$ cat config.mk
export PLATFORM = sky130hd
export DESIGN_NAME = align_lock_ctrl
export DESIGN_NICKNAME = d
export VERILOG_FILES = /design/src/rtl/align_pkg.sv /design/src/rtl/align_lock_ctrl_mon.sv /design/src/rtl/align_lock_ctrl.sv
export SDC_FILE = /design/constraint.sdc
export NUM_CORES = 1
export LEC_CHECK = 0
export BUFFER_PORTS_ARGS = -buffer_cell sky130_fd_sc_hd__buf_2
export CORE_MARGIN = 4
export CORE_UTILIZATION = 47
export DETAILED_ROUTE_END_ITERATION = 6
export PLACE_DENSITY = 0.75
export SLEW_MARGIN = 20
export SYNTH_ARGS = -nofsm -noshare
export SYNTH_HDL_FRONTEND = slang
export SYNTH_SLANG_ARGS = --single-unit
$ cat constraint.sdc
create_clock -name clk_i -period 2.4 [get_ports clk_i]
set_input_delay 0.12 -clock clk_i [delete_from_list [all_inputs] [get_ports clk_i]]
set_output_delay 0.12 -clock clk_i [all_outputs]
set_load 0.1 [all_outputs]
$ cat src/rtl/align_pkg.sv
// Shared types and defaults for the 64b/66b block-alignment controller.
// Imported by the window monitor and the top-level sequencer.
package align_pkg;

  localparam int POS_W = 7;

  localparam int MAX_POS_D        = 65;
  localparam int LOCK_COUNT_D     = 64;
  localparam int WINDOW_D         = 1024;
  localparam int UNLOCK_THRESH_D  = 16;
  localparam int RST_CYCLES_D     = 4;
  localparam int SEARCH_TIMEOUT_D = 4096;

  typedef enum logic [1:0] {
    ST_SEARCH  = 2'd0,
    ST_VERIFY  = 2'd1,
    ST_LOCKED  = 2'd2,
    ST_RESTART = 2'd3
  } state_e;

endpackage

$ cat src/rtl/align_lock_ctrl_mon.sv
// Header window monitor: sample and error counters with threshold, window-end
// and good-run detection. Flags are combinational on the current sample.
module lock_window_mon
  import align_pkg::*;
#(
  parameter int WINDOW = WINDOW_D,
  parameter int THRESH = UNLOCK_THRESH_D,
  parameter int GOOD   = LOCK_COUNT_D
) (
  input  logic clk_i,
  input  logic rst_ni,
  input  logic clear_i,
  input  logic sample_i,
  input  logic invalid_i,
  output logic thresh_hit_o,
  output logic good_hit_o
);

  localparam int WW = $clog2(WINDOW + 1);
  localparam int BW = $clog2(THRESH + 1);

  logic [WW-1:0] win_q, win_d;
  logic [BW-1:0] bad_q, bad_d;
  logic          win_end;

  assign win_end = sample_i && (win_q == WW'(WINDOW - 1));
  assign good_hit_o = sample_i && (win_q == WW'(GOOD - 1));
  assign thresh_hit_o = sample_i && invalid_i &&
                        (bad_q == BW'(THRESH - 1));

  always_comb begin
    win_d = win_q;
    bad_d = bad_q;
    if (clear_i || win_end) begin
      win_d = '0;
      bad_d = '0;
    end else if (sample_i) begin
      win_d = win_q + 1'b1;
      if (invalid_i) begin
        bad_d = bad_q + 1'b1;
      end
    end
  end

  always_ff @(posedge clk_i or negedge rst_ni) begin
    if (!rst_ni) begin
      win_q <= '0;
      bad_q <= '0;
    end else begin
      win_q <= win_d;
      bad_q <= bad_d;
    end
  end

endmodule

$ cat src/rtl/align_lock_ctrl.sv
// Block-alignment sequencer: restarts the seeker tree, captures its offset,
// verifies sync headers at that offset and monitors them once locked.
module align_lock_ctrl
  import align_pkg::*;
#(
  parameter int MAX_POS        = MAX_POS_D,
  parameter int LOCK_COUNT     = LOCK_COUNT_D,
  parameter int WINDOW         = WINDOW_D,
  parameter int UNLOCK_THRESH  = UNLOCK_THRESH_D,
  parameter int RST_CYCLES     = RST_CYCLES_D,
  parameter int SEARCH_TIMEOUT = SEARCH_TIMEOUT_D
) (
  input  logic             clk_i,
  input  logic             rst_ni,
  input  logic             buffer_dv_i,
  input  logic             seeker_synced_i,
  input  logic [POS_W-1:0] seeker_pos_i,
  input  logic             hdr_dv_i,
  input  logic             hdr_ok_i,
  input  logic             force_resync_i,
  output logic             seeker_rst_o,
  output logic             locked_o,
  output logic [POS_W-1:0] lock_pos_o,
  output logic [1:0]       state_o,
  output logic [7:0]       relock_cnt_o
);

  localparam int RW = $clog2(RST_CYCLES + 1);
  localparam int TW = $clog2(SEARCH_TIMEOUT + 1);

  state_e           state_q, state_d;
  logic [RW-1:0]    rcnt_q, rcnt_d;
  logic [TW-1:0]    tcnt_q, tcnt_d;
  logic [POS_W-1:0] pos_q, pos_d;
  logic [7:0]       relock_q, relock_d;
  logic             srst_q, locked_q;

  logic mon_clear, mon_sample, mon_invalid;
  logic thresh_hit, good_hit;
  logic hdr_bad, capture;

  assign hdr_bad = hdr_dv_i && !hdr_ok_i;
  assign capture = buffer_dv_i && seeker_synced_i &&
                   (seeker_pos_i <= POS_W'(MAX_POS));

  // VERIFY counts only good headers; LOCKED counts all, errors separately.
  assign mon_sample = hdr_dv_i &&
    ((state_q == ST_VERIFY && hdr_ok_i) || state_q == ST_LOCKED);
  assign mon_invalid = (state_q == ST_LOCKED) && hdr_bad;
  assign mon_clear = (state_d != state_q) ||
                     (state_q == ST_SEARCH) ||
                     (state_q == ST_RESTART);

  lock_window_mon #(
    .WINDOW (WINDOW),
    .THRESH (UNLOCK_THRESH),
    .GOOD   (LOCK_COUNT)
  ) u_mon (
    .clk_i        (clk_i),
    .rst_ni       (rst_ni),
    .clear_i      (mon_clear),
    .sample_i     (mon_sample),
    .invalid_i    (mon_invalid),
    .thresh_hit_o (thresh_hit),
    .good_hit_o   (good_hit)
  );

  always_comb begin
    state_d = state_q;
    rcnt_d  = '0;
    tcnt_d  = '0;
    pos_d   = pos_q;
    unique case (state_q)
      ST_RESTART: begin
        if (force_resync_i) begin
          rcnt_d = '0;
        end else if (rcnt_q == RW'(RST_CYCLES - 1)) begin
          state_d = ST_SEARCH;
        end else begin
          rcnt_d = rcnt_q + 1'b1;
        end
      end
      ST_SEARCH: begin
        if (force_resync_i) begin
          state_d = ST_RESTART;
        end else if (capture) begin
          pos_d   = seeker_pos_i;
          state_d = ST_VERIFY;
        end else if (buffer_dv_i) begin
          if (tcnt_q == TW'(SEARCH_TIMEOUT - 1)) begin
            state_d = ST_RESTART;
          end else begin
            tcnt_d = tcnt_q + 1'b1;
          end
        end else begin
          tcnt_d = tcnt_q;
        end
      end
      ST_VERIFY: begin
        if (force_resync_i || hdr_bad) begin
          state_d = ST_RESTART;
        end else if (good_hit) begin
          state_d = ST_LOCKED;
        end
      end
      ST_LOCKED: begin
        if (force_resync_i || thresh_hit) begin
          state_d = ST_RESTART;
        end
      end
      default: state_d = ST_RESTART;
    endcase
  end

  always_comb begin
    relock_d = relock_q;
    if (state_d == ST_RESTART && state_q != ST_RESTART &&
        relock_q != 8'hFF) begin
      relock_d = relock_q + 1'b1;
    end
  end

  always_ff @(posedge clk_i or negedge rst_ni) begin
    if (!rst_ni) begin
      state_q  <= ST_RESTART;
      rcnt_q   <= '0;
      tcnt_q   <= '0;
      pos_q    <= '0;
      relock_q <= '0;
      srst_q   <= 1'b1;
      locked_q <= 1'b0;
    end else begin
      state_q  <= state_d;
      rcnt_q   <= rcnt_d;
      tcnt_q   <= tcnt_d;
      pos_q    <= pos_d;
      relock_q <= relock_d;
      srst_q   <= (state_d == ST_RESTART);
      locked_q <= (state_d == ST_LOCKED);
    end
  end

  assign seeker_rst_o = srst_q;
  assign locked_o     = locked_q;
  assign lock_pos_o   = pos_q;
  assign state_o      = state_q;
  assign relock_cnt_o = relock_q;

endmodule

* Yosys cells after proc, flatten, opt, wreduce, memory -nomap -nowiden *
Cells that the tools add are included.

cells by class
  $lt $le $gt $ge = 1
  add/subtract/negate cells = 5
  mux-type cells = 23
  bitwise logic cells = 1
  reductions and logical operators = 24
  equal/unequal tests = 14

operator list
  cell                                                                count
  13-bit 2-to-1 mux                                                   5
  11-bit 2-to-1 mux                                                   2
  2-bit 2-to-1 mux                                                    9
  5-bit 2-to-1 mux                                                    3
  13-bit by 1-bit adder with 13-bit output (second input constant)    1
  13-bit by 12-bit == test with 1-bit output (second input constant)  1
  1-bit logical AND                                                   12
  11-bit by 1-bit adder with 11-bit output (second input constant)    1
  11-bit by 10-bit == test with 1-bit output (second input constant)  1
  11-bit by 6-bit == test with 1-bit output (second input constant)   1
  3-bit 2-to-1 mux                                                    3
  8-bit by 1-bit adder with 8-bit output (second input constant)      1
  2-bit == test (second input constant)                               4
  8-bit inequality test (second input constant)                       1
  2-bit one-hot mux with 4 select lines                               1
  7-bit <= comparator (second input constant)                         1
  1-bit logical OR                                                    6
  5-bit by 1-bit adder with 5-bit output (second input constant)      1
  5-bit by 4-bit == test with 1-bit output (second input constant)    1
  4-bit inequality test (second input constant)                       1
  2-bit nonzero test                                                  2
  3-bit by 1-bit adder with 3-bit output (second input constant)      1
  3-bit by 2-bit == test with 1-bit output (second input constant)    1
  3-bit AND reduction                                                 1
  other kinds (7)                                                     7

storage, ports and cells
  output and inout bits = 19
  word-level logic and storage cells = 77
  input port bits = 14
  flip-flop bits (word level) = 51

* Depth between registers and ports, before layout *
  depth in word-level cells = 15
  depth in mapped cells = 8
  mapped depth without buffers = 8

* Modules after synthesis *
From an unflattened synthesis, not the netlist that was laid out.

unflattened totals
  cell total of the unflattened synthesis = 264
  area, all modules = 2687.6 µm²

by module, submodules not included
  module           times used  area an instance (µm²)  cells an instance  seq. area each (µm²)
  align_lock_ctrl  1           1783.0                  169                879.6
  lock_window_mon  1           904.6                   95                 400.4

* Worst setup path before layout *
No wires, ideal clock.

  path type = register -> register
  start point = reg state_q[0], in the netlist state_o[0]
  end point = reg u_mon.win_q[0]
  slack = 0.020 ns
  stages on the path, launching flop included = 7
  buffers on the path = 0
  period minus slack after synthesis = 2.380 ns
  library setup time = 0.125 ns
  data required time = 2.275 ns
  arrival time = 2.255 ns
  cells stage by stage = dfstp_2 > and3b_1 > o21ai_1 > or4b_4 > o21ai_2 > nor2_1 > mux2_2

on the way
  word-level cells in the longest chain between the ends = 14
  elaborated cells between the ends (all ways) = 29
  those cells by class = eq/ne: 4; mux: 11; reduce/logical: 14

ends and longest elaborated chain
  item                                                     line                                          source
  start: declaration                                       align_lock_ctrl.sv:31                         state_e state_q, state_d;
  start signal: assignment                                 align_lock_ctrl.sv:133                        state_q <= state_d;
  2-bit by 1-bit == test with 1-bit output                 align_lock_ctrl.sv:48, align_lock_ctrl.sv:73
  1-bit logical AND                                        align_lock_ctrl.sv:48                         ((state_q == ST_VERIFY && hdr_ok_i) || state_q == ST_LOCKED);
  1-bit logical OR                                         align_lock_ctrl.sv:48
  1-bit logical AND                                        align_lock_ctrl.sv:47                         assign mon_sample = hdr_dv_i &&
  1-bit logical AND (2 in series)                          align_lock_ctrl_mon.sv:28                     assign thresh_hit_o = sample_i && invalid_i &&
  1-bit logical OR                                         align_lock_ctrl.sv:107                        if (force_resync_i || thresh_hit) begin
  2-bit 2-to-1 mux                                         align_lock_ctrl.sv:107
  2-bit one-hot mux with 4 select lines                    align_lock_ctrl.sv:73                         unique case (state_q)
  2-bit inequality test                                    align_lock_ctrl.sv:50                         assign mon_clear = (state_d != state_q) ||
  1-bit logical OR                                         align_lock_ctrl.sv:50
  1-bit logical OR                                         align_lock_ctrl.sv:51                         (state_q == ST_SEARCH) ||
  1-bit logical OR                                         align_lock_ctrl_mon.sv:34                     if (clear_i || win_end) begin
  11-bit 2-to-1 mux or 2-bit nonzero test (tied branches)  -
  end signal: assignment                                   align_lock_ctrl_mon.sv:50                     win_q <= win_d;
  end: declaration                                         align_lock_ctrl_mon.sv:22                     logic [WW-1:0] win_q, win_d;

Parallel ways exist; a longest one is shown, timed or not.
A chain may end at the register's enable or synchronous reset.

* Final worst setup path *
  start point = reg state_q[1], in the netlist state_o[1]
  end point = reg u_mon.win_q[0]

Same word-level chain as after synthesis.

==> flow_summary.toml <==
[timing]
tightestPinTransition_ns = 0.687
finalSetupViolCount = 0
slew_viol_final = 0
fin_crit_ns = 2.17
max_clock_freq_mhz = 462
finalSetupTns_ns = 0
fin_ws_ns = 0.233
rsz0062_at_grt = "false"
hold_viol = 0
finClkSkew_ns = 0.0131
period_share = 0.903
max-slew-margin-rel = 0.542

[finish]
layout-drive-gt1-share = 0.223
diodes = 0
fillers = 466
nets = 301
utilization = 0.557
syn_to_final_growth_pct = 15.1

[pwr]
leakagePower_nw = 1.31
p_per_area_nw_per_um2 = 762
ir_drop_mv = 0.586

[logic_synthesis]
seq_area_frac_synth = 0.518
syn_inst = 238
syn_nets = 258
muxShareOfSynthArea = 0.0451
ys.flop_type = "dfrtp_1"
synthSimpleGateAreaFrac = 0.247
synth_edf_count = 0
synthXorXnorAreaFrac = 0.0851
yosysWarnings = 0
synth.distinct_cells = 47
async_flop_share = 1.00
syn_area_um2 = 2470
synth_compound_area_frac = 0.0613
ys_seq_elements = 51
synth_top_family_by_area = "simple AND/OR/NAND/NOR gates"
synthAdderAreaFrac = 0.0304
avgSynthCellArea_um2 = 10.4

[route]
drt_wl_total_mm = 4.63
route.detailed.drc = 0
via_count = 1836
drt_iter0_drc = 56
wl_per_cell_um = 13.2
antenna_left = 0
vias_per_cell = 5.22
first_pass_iters = 4

[global_route]
grt_usage = 0.158
antenna_found_initial = 0
overflow = 0
grt_max_degree = 33
first_global_vias = 1763
grt_pass1_wl_mm = 7.98

[place]
dp_hpwl_mm = 3.50
gp_congestion = 0.843
io_buffer_count = 32
dpl_worst_slack_ns = 0.195

[clock_network]
cts-root-buf = "clkbuf_8"
cts.sinks = 51
cts_tree = "done"
cts_setup_buffers = 0
cts_buffers = 5
htree_levels = 2
cts_max_path_buffers = 2
clkLatencyLatePin_ns = 0.30
clk_pin_slew_ns = 0.09

[critical_path]
crit_buf_inv = 0
path_max_fanout = 9
crit_path_start_kind = "flop"
setup.worst_path.end_class = "flop"
crit_chain = "and2b_1 > o21ai_1 > or4b_4 > o21ai_2 > nor2_1 > mux2_2"
max_stage_delay_ns = 0.60
crit_type = "flop to flop"
critPathTopFamily = "simple AND/OR/NAND/NOR gates"
worstPathRequired_ns = 2.59
cpMaxStageDelayCell = "dfstp_2"
crit_arrival_ns = 2.36

[die]
core_um2 = 5110
initial_utilization = 0.484
die_area_um2 = 6480
rows = 26
dieWidth_um = 80.5
ioPinCount = 33
fp.dieH_um = 80.5

[worst_hold_path]
hold_class = "input port to flop"

[flow_run]
maxCapViolations = 0

[run_status]
status = "finished, final reports clean"
[cell type report]
cell class	instances	area, µm²	area share
clock inverters	1	7.51	0.00264
multi-input cells	179	1160	0.407
well taps	70	87.6	0.0308
inverters	5	18.8	0.00660
clock buffers	7	76.3	0.0268
flip-flops and latches	51	1280	0.450
repair buffers	39	215	0.0757
[state kept, by name, indices dropped and copies added, names as in the netlist]
| register | count |
|---|---|
| rcnt_q | 3 |
| u_mon.win_q | 11 |
| locked_o | 1 |
| seeker_rst_o | 1 |
| relock_cnt_o | 8 |
| tcnt_q | 13 |
| state_o | 2 |
| lock_pos_o | 7 |
| u_mon.bad_q | 5 |
[timing repair]
| item | in CTS | in global routing |
|---|---|---|
| endpoints found under the hold margin | 29 | 0 |
| endpoints found under the setup margin | 0 | 1 |
| resized for setup | 0 | 1 |
| hold buffers | 1 | 0 |
[routing by layer]
layer	vias up	track usage	part of all wire
met2	22	0.269	0.50
met4	0	0.0456	0.013
met5	-	0	0
met3	6	0.0370	0.032
li1	926	-	-
met1	882	0.201	0.45
[cells in the mapped netlist (2+ instances only)]
cell type	instances	area, µm²
and4_1	2	17.5
nor2_1	35	131
buf_2	2	10.0
or3_1	4	25.0
ha_1	6	75.1
o21ai_2	2	17.5
nand2b_1	3	18.8
nor3_1	3	15.0
o21ai_1	2	10.0
inv_1	5	18.8
nand3_1	13	65.1
nand4_1	11	68.8
dfstp_2	3	78.8
a21oi_1	3	15.0
nor2b_1	3	18.8
xnor2_1	11	96.3
dfrtp_1	48	1200
nor4_1	2	12.5
o21ai_0	7	35.0
or4_1	2	15.0
nor3b_1	2	15.0
nand2_1	19	71.3
xor2_1	13	114
mux2_2	9	101
and3_1	6	37.5
[power by group]
group          leakage (nW)  internal, mW  total, mW  switching, mW
clock                0.0385         0.207      0.475          0.268
sequential            0.692         0.934       1.01         0.0766
combinational         0.577         0.144      0.681          0.537
total                  1.31          1.28       2.17          0.882
[placed cells by master, fill, tap and decap left out, types with 4 or more instances in the layout]
master,n
nand4_1,11
dfrtp_1,48
xnor2_1,11
or3_1,4
and3_1,6
o21ai_0,7
inv_1,5
nor2_1,35
buf_2,32
clkbuf_8,5
nand3_1,13
buf_4,6
mux2_2,9
nand2_1,19
ha_1,6
xor2_1,13
[path summary, 6_finish.rpt]
| path | startpoint | to | slack, ns | cells past startpoint |
|---|---|---|---|---|
| setup / recovery | state_o[1] | u_mon.win_q[0] | 0.23 | 6 |
| hold / removal | seeker_pos_i[0] | lock_pos_o[0] | 0.04 | 2 |
| setup reg to reg | state_o[1] | u_mon.win_q[0] | 0.23 | 6 |
| hold reg to reg | rcnt_q[0] | rcnt_q[0] | 0.44 | 1 |
| max in group asynchronous | rst_ni | state_o[1] | 1.31 | 3 |
| min in group asynchronous | rst_ni | tcnt_q[8] | 0.39 | 2 |
[metrics by stage]
stage	instance area (µm²)	power, mW	instances	hold slack [ns]
after CTS	2840	2.19	352	0.0373
final	2840	2.17	352	0.0437
after global routing	2840	2.29	352	0.0430
after floorplan	2470	1.55	238	-0.176
after global placement	2750	1.70	343	0.205
after detailed placement	2750	1.71	343	0.209
[logic make-up after synthesis]
kind of cell | Yosys count
AO/OA/AOI/OAI | 23
multiplexers | 10
buffers and inverters | 8
adder cells (fa/ha/maj) | 6
XOR/XNOR | 24
flip-flops | 51
AND/OR/NAND/NOR | 116
Power figures use the tool's default switching activity.
